==> src/rtl/imem_loader_pkg.sv <==
// Shared definitions for the instruction-memory boot loader.
package imem_loader_pkg;

  typedef enum logic [2:0] {
    S_LEN0,
    S_LEN1,
    S_DATA,
    S_DONE,
    S_ERR
  } state_t;

  localparam int HDR_BYTES  = 2;
  localparam int WORD_BYTES = 4;
  localparam int IDX_W      = $clog2(WORD_BYTES);

endpackage

==> src/rtl/byte_packer.sv <==
// Assembles little-endian 32-bit words from a byte stream and emits a
// one-cycle word_valid pulse together with the completed word.
module byte_packer
  import imem_loader_pkg::*;
(
  input  logic        clk,
  input  logic        reset_n,
  input  logic        reload,
  input  logic        byte_accept,
  input  logic [7:0]  byte_data,
  output logic        last_byte,
  output logic        word_valid,
  output logic [31:0] word
);

  logic [IDX_W-1:0] byte_idx;
  logic [23:0]      lanes;

  // The byte currently presented would complete the word.
  assign last_byte = (byte_idx == IDX_W'(WORD_BYTES - 1));

  // Place each accepted byte in its lane; the top lane completes the word.
  always_ff @(posedge clk or negedge reset_n) begin
    if (!reset_n) begin
      byte_idx   <= '0;
      lanes      <= '0;
      word_valid <= 1'b0;
      word       <= '0;
    end else begin
      word_valid <= 1'b0;
      if (reload) begin
        byte_idx <= '0;
        lanes    <= '0;
      end else if (byte_accept) begin
        byte_idx <= byte_idx + 1'b1;
        case (byte_idx)
          2'd0:    lanes[7:0]   <= byte_data;
          2'd1:    lanes[15:8]  <= byte_data;
          2'd2:    lanes[23:16] <= byte_data;
          default: begin
            word       <= {byte_data, lanes};
            word_valid <= 1'b1;
          end
        endcase
      end
    end
  end

endmodule

==> src/rtl/imem_loader.sv <==
// Boot-time loader: parses a length header and a word stream, writes the
// instruction memory and holds the core in reset until the image is complete.
module imem_loader
  import imem_loader_pkg::*;
#(
  parameter int DEPTH = 256
) (
  input  logic        clk,
  input  logic        reset_n,
  input  logic [7:0]  rx_data,
  input  logic        rx_valid,
  output logic        rx_ready,
  input  logic        reload,
  output logic        imem_we,
  output logic [31:0] imem_addr,
  output logic [31:0] imem_wdata,
  output logic        cpu_reset,
  output logic        done,
  output logic        error
);

  localparam logic [15:0] DEPTH_W = 16'(DEPTH);

  state_t      state;
  state_t      next_state;
  logic [7:0]  len_lo;
  logic [15:0] count;
  logic [15:0] word_idx;
  logic [15:0] hdr_count;
  logic        accept;
  logic        data_accept;
  logic        word_done;
  logic        last_word;
  logic        last_byte;
  logic        word_valid;
  logic [31:0] word;

  assign rx_ready    = reset_n && !reload &&
                       ((state == S_LEN0) || (state == S_LEN1) || (state == S_DATA));
  assign accept      = rx_valid && rx_ready;
  assign data_accept = accept && (state == S_DATA);
  assign word_done   = data_accept && last_byte;
  assign last_word   = (word_idx == count - 16'd1);
  assign hdr_count   = {rx_data, len_lo};

  byte_packer u_packer (
    .clk         (clk),
    .reset_n     (reset_n),
    .reload      (reload),
    .byte_accept (data_accept),
    .byte_data   (rx_data),
    .last_byte   (last_byte),
    .word_valid  (word_valid),
    .word        (word)
  );

  // State register.
  always_ff @(posedge clk or negedge reset_n) begin
    if (!reset_n) state <= S_LEN0;
    else          state <= next_state;
  end

  // Next-state decode; reload overrides every other transition.
  always_comb begin
    next_state = state;
    if (reload) begin
      next_state = S_LEN0;
    end else begin
      case (state)
        S_LEN0: if (accept) next_state = S_LEN1;
        S_LEN1: begin
          if (accept) begin
            if (hdr_count == 16'd0)      next_state = S_DONE;
            else if (hdr_count > DEPTH_W) next_state = S_ERR;
            else                          next_state = S_DATA;
          end
        end
        S_DATA: if (word_done && last_word) next_state = S_DONE;
        default: next_state = state;
      endcase
    end
  end

  // Header capture, word counter and registered write address.
  always_ff @(posedge clk or negedge reset_n) begin
    if (!reset_n) begin
      len_lo    <= '0;
      count     <= '0;
      word_idx  <= '0;
      imem_addr <= '0;
    end else if (reload) begin
      word_idx <= '0;
    end else begin
      if (accept && (state == S_LEN0)) len_lo <= rx_data;
      if (accept && (state == S_LEN1)) begin
        count    <= hdr_count;
        word_idx <= '0;
      end
      if (word_done) begin
        imem_addr <= {14'd0, word_idx, 2'b00};
        if (!last_word) word_idx <= word_idx + 16'd1;
      end
    end
  end

  // Release the core only after a full cycle spent in S_DONE.
  always_ff @(posedge clk or negedge reset_n) begin
    if (!reset_n) cpu_reset <= 1'b1;
    else          cpu_reset <= reload || (state != S_DONE);
  end

  assign imem_we    = word_valid;
  assign imem_wdata = word;
  assign done       = (state == S_DONE);
  assign error      = (state == S_ERR);

endmodule

==> config.mk <==
export PLATFORM = sky130hd
export DESIGN_NAME = imem_loader
export DESIGN_NICKNAME = d
export VERILOG_FILES = /design/src/rtl/imem_loader_pkg.sv /design/src/rtl/byte_packer.sv /design/src/rtl/imem_loader.sv
export SDC_FILE = /design/constraint.sdc
export NUM_CORES = 1
export LEC_CHECK = 0
export CAP_MARGIN = 0
export CORE_MARGIN = 3
export CORE_UTILIZATION = 50
export DETAILED_ROUTE_END_ITERATION = 7
export PLACE_DENSITY_LB_ADDON = 0.3
export SYNTH_ARGS = -nofsm -noshare
export SYNTH_HDL_FRONTEND = slang
export SYNTH_SLANG_ARGS = --single-unit
==> constraint.sdc <==
create_clock -name clk -period 2.72 [get_ports clk]
set_clock_uncertainty 0.15 [all_clocks]
set_input_delay 0.272 -clock clk [delete_from_list [all_inputs] [get_ports clk]]
set_output_delay 0.272 -clock clk [all_outputs]
set_load 0.02 [all_outputs]
Word-level counts from Yosys, hierarchy flattened --
Index checks and enable logic that the tools add are counted.
Storage, ports and cells: bits in registers 119, input bits 12
Operators by class: eq/ne operators 12, add/sub/neg operators 3, mux-type cells 21, order comparisons 1, reductions and logical operators 29, bitwise gates (word level) 2
Operators by type and width (number):
- $mux W16 | 4
- $mux W24 | 2
- $mux W8 | 3
- $mux W3 | 6
- $add A16 B1 Y16 const B | 1
- $eq A16 B16 Y1 | 1
- $gt A16 B9 Y1 const B | 1
- $logic_not A16 Y1 | 1
- $sub A16 B1 Y16 const B | 1
- $reduce_and A2 Y1 | 6
- $pmux W3 S3 | 1
- $logic_and A1 B1 Y1 | 8
- $reduce_bool A2 Y1 | 4
- $eq A3 B2 Y1 const B | 2
- $ne A3 B2 Y1 const B | 2
- $ne A3 B3 Y1 const B | 2
- $eq A2 B2 Y1 const B | 2
- $mux W2 | 2
- $reduce_and A4 Y1 | 1
- $reduce_bool A4 Y1 | 1
- $eq A3 B1 Y1 const B | 1
- $eq A3 B3 Y1 const B | 1
- $logic_not A3 Y1 | 1
- $logic_or A1 B1 Y1 | 3
- 8 further kinds | 11

Depth between registers and ports, before layout --
Gate-level depths: netlist of run 1.
word-level depth 11, mapped depth 11

Cells and area by module --
A second synthesis of run 1 with hierarchy kept.
Unflattened totals: cell total of the unflattened synthesis 556, area, all modules 6117.1 um^2
Modules (own cells, without submodules):
- imem_loader | area each 3467.1 um^2, times used 1, sequential area each 1502.7 um^2, cells each 362
- byte_packer | area each 2650.0 um^2, times used 1, sequential area each 1476.4 um^2, cells each 194

Worst setup path after synthesis of run 1 --
OpenSTA, ideal clock, no wires.
kind register -> register, start register count[0], end register word_idx[8], data arrival time 2393 ps, period minus slack after synthesis 2670 ps, buffers on the path 1, required time 2442 ps, cell stages (with the launch flop) 10, path slack 50 ps, cells stage by stage dfrtp_1 inv_1 ha_1 nor3b_4 a2111oi_0 a311o_1 o2111a_2 buf_6 nor4_1 mux2_1
On the way: word-level cells in the longest chain between the ends 5
RTL lines:
- start, declared | line imem_loader.sv:27 | logic [15:0] count;
- start signal, assigned | line imem_loader.sv:96 | count <= hdr_count;
- $sub A16 B1 Y16 | line imem_loader.sv:43 | assign last_word = (word_idx == count - 16'd1);
- $eq A16 B16 Y1 | line imem_loader.sv:43
- $mux W16 | line imem_loader.sv:101 | if (!last_word) word_idx <= word_idx + 16'd1;
- $mux W16 | line imem_loader.sv:99 | if (word_done) begin
- $mux W16 | line imem_loader.sv:91 | end else if (reload) begin
- end signal, assigned | line imem_loader.sv:101
- end, declared | line imem_loader.sv:28 | logic [15:0] word_idx;
No other way between the ends. A chain may end at the register's enable or synchronous reset.

Worst setup path in the final report of run 1 --
start register count[0], end register word_idx[12]
Same word-level chain as after synthesis.

==> metrics.md, run 1 <==
| Metric | Value |
|---|---|
| GRT Total Usage | `23.4%` |
| EDFF count, synth | `0` |
| Sequential share of power | `between 40% and 50%` |
| Endpoint class of the critical path | `register` |
| Area Growth Syn to Fin | `27.9%` |
| CP bufs+invs | `2` |
| Pre-CTS setup slack | `-0.0863 ns` |
| Worst-Skew Late Latency | `approximately 0.42 ns` |
| Fmax | `around 370 MHz` |
| Die X-Extent | `113 microns` |
| Final hold vios | `0` |
| WHS Endpoint | `u_packer.word[5]` |
| Data required time of the critical path | `slightly below 3 ns` |
| Post-synth ARST share | `100%` |
| Critical Path Max Stage Delay | `approximately 0.5 ns` |
| TritonCTS Buffers | `17` |
| CTS tree | `built` |
| Crit path cell chain | `inv_1 -> ha_4 -> nor3b_4 -> a2111oi_2 -> a311o_1 -> o2111a_2 -> buf_8 -> or4_4 -> a21oi_2` |
| Initial antenna violation count | `0` |
| Top cells by area, synth | `dfrtp_1 (51%), nand2_1 (12%), mux2_2 (4.7%)` |
| GRT overflow | `0` |
| Post-route ant nets | `0` |
| Final setup viols | `0` |
| Clock tree root buffer cell | `clkbuf_16` |
| Distinct cells, synth | `between 50 and 60` |
| Worst Reg-to-Reg Cells | `9` |
| Post-DR vias/cell | `5.64` |
| P_leak | `between 3 and 4 nW` |
| TritonCTS Sinks | `~120` |
| Type of the worst setup path | `reg -> reg` |
| Arrival time at the worst endpoint | `slightly below 3 ns` |
| H-tree Lvls | `4` |
| Post-synth top flop | `dfrtp_1` |
| Core Box Area | `between 10000 and 15000 sq um` |
| Proportion of layout cells with a drive suffix above 1 | `around 18%` |
| Max-Cap Viols | `0` |
| CTS Buffer Depth | `2` |
| WHS Path Cells | `2` |
| Hold Path Class | `reg -> reg` |
| DRT Pass-1 Iters | `6` |
| Synth top cells by count | `nand2_1 (182), dfrtp_1 (118), a21oi_1 (40), nand3_1 (31), clkbuf_1 (27)` |
| Mapped Area | `between 5000 and 6000 sq um` |
| Psw | `~1.3 mW` |
| IO Pins | `81` |
| Largest net degree at the start of global routing | `64` |
| DR WL/cell | `16.7 microns` |
| RePlAce Congestion | `about 0.85` |
| Yosys top cell area share | `51.3%` |
| Peak supply drop | `between 500 and 600 uV` |
| Starting density of the core | `between 50% and 60%` |
| Die area | `~13000 sq um` |
| CP top delay family | `compound AO/OA/AOI/OAI gates` |
| Hold Path Origin | `u_packer.lanes[5]` |
| First-pass GRT wire length | `roughly 24000 microns` |
| Slew @ Worst Pin | `between 0.8 and 0.9 ns` |
| Clock-pin slew on the worst setup and hold paths | `0.05 ns` |
| Combinational cell fraction of total power | `roughly 16%` |
| Final WL | `approximately 14000 microns` |
| Pwr Density | `about 660 nW/um^2` |
| Fill count | `840` |
| Slowest-stage cell, CP | `or4_4` |
| I/O Buffers | `64` |
| Post-synth top area cell | `dfrtp_1` |
| Row cnt | `38` |
| Nets | `~720` |
| RR Startpoint | `count[0]` |
| Vias | `4798` |
| Avg Cell Area, Syn | `between 9 and 10 sq um` |
| Period Utilization, post-route | `99.7%` |
| Setup crit start kind | `register` |
| Tot Pwr | `4.88 mW` |
| DP HPWL | `about 9600 microns` |
| Post-layout utilization of the core | `between 60 and 70%` |
| Synth Register Bits | `approximately 120` |
| Pint | `~3.6 mW` |
| Status | `completed` |
| Sequential share of the synthesized area | `roughly 52%` |
| Vias in the first global route | `4762` |
| Initial DRC Count | `between 200 and 300` |
| Synthesis Warnings | `0` |
| Slew Viols, Final | `0` |
| Clock Power Share | `about 44%` |
| Worst slew margin | `a little under half` |
| Die Ht | `about 110 microns` |
| Cell with the most instances after synthesis | `nand2_1` |
| Final worst path period need | `roughly 2.7 ns` |
| Worst setup margin | `0.00783 ns` |
| R2R Setup Slk | `~0.008 ns` |
| Cell count after synthesis | `about 610` |
| RSZ-0062 raised after global routing | `yes` |
| Inserted Diodes | `0` |
| DRC | `0` |
| Switching share of power | `a little over a quarter` |
| R2r endpoint | `word_idx[12]` |
| Worst Path Max Fanout | `16` |
==> cell families (layout without fill, tap and decap cells) <==
kind of cell | Yosys count | in the layout | share of synthesized area [%]
other | 1 | 16 | 0.0651
XOR/XNOR | 18 | 18 | 2.74
adder cells (fa/ha/maj) | 6 | 6 | 1.30
AO/OA/AOI/OAI | 76 | 76 | 8.73
buffers and inverters | 60 | 146 | 5.36
multiplexers | 28 | 28 | 5.41
AND/OR/NAND/NOR | 301 | 301 | 24.7
flip-flops | 119 | 119 | 51.7
==> flip-flops by register name, summed over array words and instances, names as in the netlist, 2 cells and up <==
| register | flops |
|---|---|
| u_packer.word | 32 |
| state | 3 |
| word_idx | 16 |
| imem_addr | 16 |
| u_packer.byte_idx | 2 |
| len_lo | 8 |
| count | 16 |
| u_packer.lanes | 24 |
==> routing by layer <==
metal	global-route usage, %	routed length (microns)	vias to the layer above
li1	-	-	2235
met3	5.88	831	27
met1	29.9	5900	2396
met2	38.5	7190	140
met5	0	0	-
met4	8.73	292	0
==> power groups by stage <==
stage / Clock (mW) / Combinational [mW] / Sequential [mW]
final: 2.12 / 0.793 / 1.97
after global routing: 2.24 / 0.863 / 1.98
after CTS: 2.15 / 0.739 / 1.96
after detailed placement: 0 / 0.712 / 1.99
after global placement: 0 / 0.688 / 1.99
after floorplan: 0 / 0.490 / 1.97
==> repair_timing <==
action	in CTS	in global routing
pin swaps	4	1
hold endpoints to repair	55	0
hold buffers	1	0
gates cloned	0	0
buffers inserted	4	1
endpoints found under the setup margin	10	16
resized for setup	9	15
==> final cells by class <==
cell class / count / area (sq um) / share of cell area (%)
Sequential cell: 119 / 2980 / 40.5
Multi-Input combinational cell: 445 / 2630 / 35.7
Timing Repair Buffer: 105 / 976 / 13.2
Clock buffer: 22 / 474 / 6.44
Tap cell: 140 / 175 / 2.38
Clock inverter: 10 / 96.3 / 1.31
Inverter: 9 / 33.8 / 0.459
==> worst max-delay path by stage <==
| stage | from | to | slack (ns) | depth (start not counted) |
|---|---|---|---|---|
| final | count[0] | word_idx[12] | 0.008 | 9 |
| after global routing | count[1] | word_idx[12] | -0.09 | 9 |
| after floorplan | count[0] | word_idx[8] | 0.05 | 9 |
| after CTS | count[2] | word_idx[12] | -0.002 | 8 |
| after global placement | count[1] | word_idx[13] | 0.01 | 9 |
| after detailed placement | count[1] | word_idx[12] | -0.09 | 9 |
==> placed cells by master (no fill, tap or decap), types with 4 or more instances in the layout <==
| cell | netlist | routed |
|---|---|---|
| nor2_1 | 16 | 16 |
| clkdlybuf4s50_1 | 0 | 63 |
| nor4_1 | 7 | 6 |
| and3_1 | 6 | 6 |
| nand3_1 | 31 | 31 |
| nor2b_1 | 6 | 6 |
| or3_1 | 6 | 6 |
| o31ai_1 | 7 | 7 |
| xor2_1 | 7 | 7 |
| nor3_1 | 10 | 10 |
| mux2_2 | 24 | 24 |
| a21oi_1 | 40 | 39 |
| nand4_1 | 9 | 9 |
| xnor2_1 | 11 | 11 |
| or4_4 | 2 | 4 |
| clkinvlp_4 | 0 | 4 |
| dfrtp_1 | 118 | 115 |
| nand2_1 | 182 | 181 |
| buf_4 | 18 | 37 |
| clkbuf_16 | 0 | 17 |
| inv_1 | 9 | 8 |
| conb_1 | 1 | 16 |
| ha_1 | 6 | 5 |
| o211ai_1 | 4 | 4 |
==> per-stage QoR <==
stage               instances   TNS, ns  hold slack (ns)  instance area [sq um]
floorplan                 624         0           -0.174                   5820
global placement          812         0            0.307                   6640
detailed placement        812    -0.366            0.305                   6640
CTS                       849  -0.00169            0.319                   7280
global route              850    -0.530            0.341                   7370
finish                    850         0            0.315                   7370
==> worst register-to-register path, delay by kind of cell (launching register included) <==
kind,cells,cell delay (ns)
buffers and inverters,2,0.28
adder cells (fa/ha/maj),1,0.16
flip-flops,1,0.40
AND/OR/NAND/NOR,2,0.75
AO/OA/AOI/OAI,4,0.90
Power figures use the tool's default switching activity.
==> inputs of run 2 (changes only) <==
Settings changed: GPL_TIMING_DRIVEN from default to 0.
==> run 2 against run 1 <==
Net effect:
- the flow now finishes with violations (setup timing)
- non-clock buffer count up 38
- final cell count rose by 4.5%
- power grew 3.8%
- clock-buffer cell count down 3
- utilization up 3.2 points
- combinational power increased by 4.2%
- die area did not move
==> metrics.md, run 2 (synthesized netlist as in run 1, its figures left out) <==
| Metric | Value |
|---|---|
| Status | `complete, but fails checks` |
| Violated checks | `setup timing` |
| Worst hold slack | `0.179 ns (-0.136 ns)` |
| RePlAce Congestion | `0.864 (+1.9%)` |
| Initial DRC Count | `503 (+78%)` |
| Die Ht | `113 microns (unchanged)` |
| Arrival time at the worst endpoint | `2.97 ns (+0.07 ns)` |
| Vias in the first global route | `5167 (+8.5%)` |
| TNS Setup | `-1.09 ns (-1.09 ns)` |
| Commonest non-fill, non-tap cell in the layout | `nand2_1` |
| Worst-Skew Late Latency | `0.41 ns (about the same)` |
| DR WL/cell | `17.7 microns (+5.7%)` |
| Slew Viols, Final | `0 (unchanged)` |
| Slew @ Worst Pin | `0.658 ns (-0.154 ns)` |
| P_leak | `3.53 nW (+4.8%)` |
| Worst slew margin | `55.9% (+10 points)` |
| H-tree Lvls | `4 (unchanged)` |
| Crit path capture | `word_idx[5]` |
| IO Pins | `81 (unchanged)` |
| DRT Pass-1 Iters | `5 (-1)` |
| Peak supply drop | `473 uV (-6.6%)` |
| Worst setup margin | `-0.126 ns (-0.134 ns)` |
| Proportion of layout cells with a drive suffix above 1 | `19.7% (+1.8 points)` |
| Fmax | `351 MHz (-4.7%)` |
| Largest net degree at the start of global routing | `48 (-25%)` |
| Die X-Extent | `113 microns (unchanged)` |
| GRT Total Usage | `25.1% (+1.8 points)` |
| TritonCTS Buffers | `17 (unchanged)` |
| Vias | `5012 (+4.5%)` |
| R2R Setup Slk | `-0.13 ns (-0.13 ns)` |
| Tot Pwr | `5.06 mW (+3.8%)` |
| DP HPWL | `9760 microns (+2.2%)` |
| Core Box Area | `11000 sq um (unchanged)` |
| Setup crit start kind | `register` |
| Final setup viols | `16 (+16)` |
| Row cnt | `38 (unchanged)` |
| Die area | `12800 sq um (unchanged)` |
| Nets | `753 (+5.3%)` |
| Endpoint class of the critical path | `register` |
| Placed cells | `828 (+2.0%)` |
| Type of the worst setup path | `reg -> reg` |
| Pwr Density | `655 nW/um^2 (-1.0%)` |
| R2r endpoint | `word_idx[5]` |
| Clock tree root buffer cell | `clkbuf_16` |
| Hold Path Class | `in -> reg` |
| Post-route ant nets | `0 (unchanged)` |
| Post-Layout Cell Count | `888 (+4.5%)` |
| RR Startpoint | `count[0]` |
| TritonCTS Sinks | `119 (unchanged)` |
| Data required time of the critical path | `2.85 ns (-0.06 ns)` |
| Inserted Diodes | `0 (unchanged)` |
| Period Utilization, post-route | `105% (+4.9 points)` |
| Post-DR vias/cell | `5.64 (about the same)` |
| Worst Setup SP | `count[0]` |
| Worst Path Max Fanout | `6 (-10)` |
| Area Growth Syn to Fin | `34.1%` |
| Final WL | `15700 microns (+10%)` |
| Max FFs per register | `32 (unchanged)` |
| DRC | `0 (unchanged)` |
| First-pass GRT wire length | `25800 microns (+9.1%)` |
| Top flop regs | `u_packer.word: 32 flops, u_packer.lanes: 24 flops` |
| RSZ-0062 raised after global routing | `yes` |
| Final hold vios | `0 (unchanged)` |
| GRT overflow | `0 (unchanged)` |
| Max-Cap Viols | `0 (unchanged)` |
| Initial antenna violation count | `0 (unchanged)` |
| Final worst path period need | `2.85 ns (+0.134 ns)` |
| CTS tree | `built` |
| Worst Reg-to-Reg Cells | `12 (+3)` |
| Final Cell Area | `7720 sq um (+4.9%)` |
| Starting density of the core | `52.2% (unchanged)` |
| Commonest non-fill, non-tap cells in the layout | `nand2_1 (181), dfrtp_1 (114), clkdlybuf4s50_1 (62)` |
| CTS Buffer Depth | `2 (unchanged)` |
| Most flops, register | `u_packer.word` |
| Clock-pin slew on the worst setup and hold paths | `0.06 ns (about the same)` |
| Placed instance area | `6650 sq um (+0.19%)` |
| I/O Buffers | `63 (-1.6%)` |
==> run 2: worst max-delay path: stages (launching register included) <==
cell and delay, ns:
dfrtp_2 0.45, buf_12 0.14, nor4_4 0.29, buf_4 0.19, nand4_1 0.12, or3_1 0.34
o211ai_1 0.21, o2111a_2 0.27, buf_6 0.15, buf_8 0.13, buf_6 0.11, buf_4 0.10
o41ai_2 0.06
==> run 2: how the worst min path moves through the flow <==
stage / start / end / slack, ns / depth (start not counted)
after CTS: rx_data[0] / u_packer.word[24] / 0.20 / 3
after detailed placement: reset_n / imem_addr[3] / 0.005 / 1
after floorplan: reset_n / count[0] / -0.17 / 0
after global placement: imem_addr[5] / imem_addr[5] / 0.31 / 2
final: rx_data[0] / u_packer.word[24] / 0.18 / 3
after global routing: rx_data[0] / u_packer.word[24] / 0.21 / 3
==> run 2: layout make-up <==
cell class                      instances  area (sq um)
Buffer                                 51           297
Clock buffer                           19           453
Clock inverter                         13           145
Fill cell                             814          3310
Inverter                                9          33.8
Multi-Input combinational cell        445          2640
Sequential cell                       119          2980
Tap cell                              140           175
Timing Repair Buffer                   92           995
==> run 2: where the power goes <==
part           switching, mW  total [mW]  internal, mW
clock                  0.852        2.26          1.41
combinational          0.397       0.826         0.429
sequential             0.125        1.98          1.85
==> run 2: metal layers <==
layer | vias up | routed length (microns) | GRT usage, %
met5 | - | 0 | 0
met4 | 0 | 370 | 8.57
met3 | 43 | 1060 | 4.76
met2 | 226 | 7900 | 43.3
met1 | 2432 | 6360 | 31.8
li1 | 2311 | - | -
==> run 2: per-stage QoR <==
stage,utilization (%),setup WS [ns]
after detailed placement,60.3,-0.828
final,70.0,-0.126
after CTS,69.0,-0.0191
after global placement,60.0,-5.36
after floorplan,-,0.0498
after global routing,70.0,-0.257
==> run 2: timing repair <==
item,in CTS,in global routing
gates cloned,1,0
buffers inserted,11,7
hold buffers,9,0
hold endpoints to repair,71,0
pin swaps,17,5
gates resized for setup,27,20
setup endpoints to repair,70,85
==> inputs of run 3 (changes only) <==
Settings changed: CTS_CLUSTER_SIZE from default to 8.
==> results of run 3 <==
The final DEF is identical to that of run 2; final timing and power are the same.
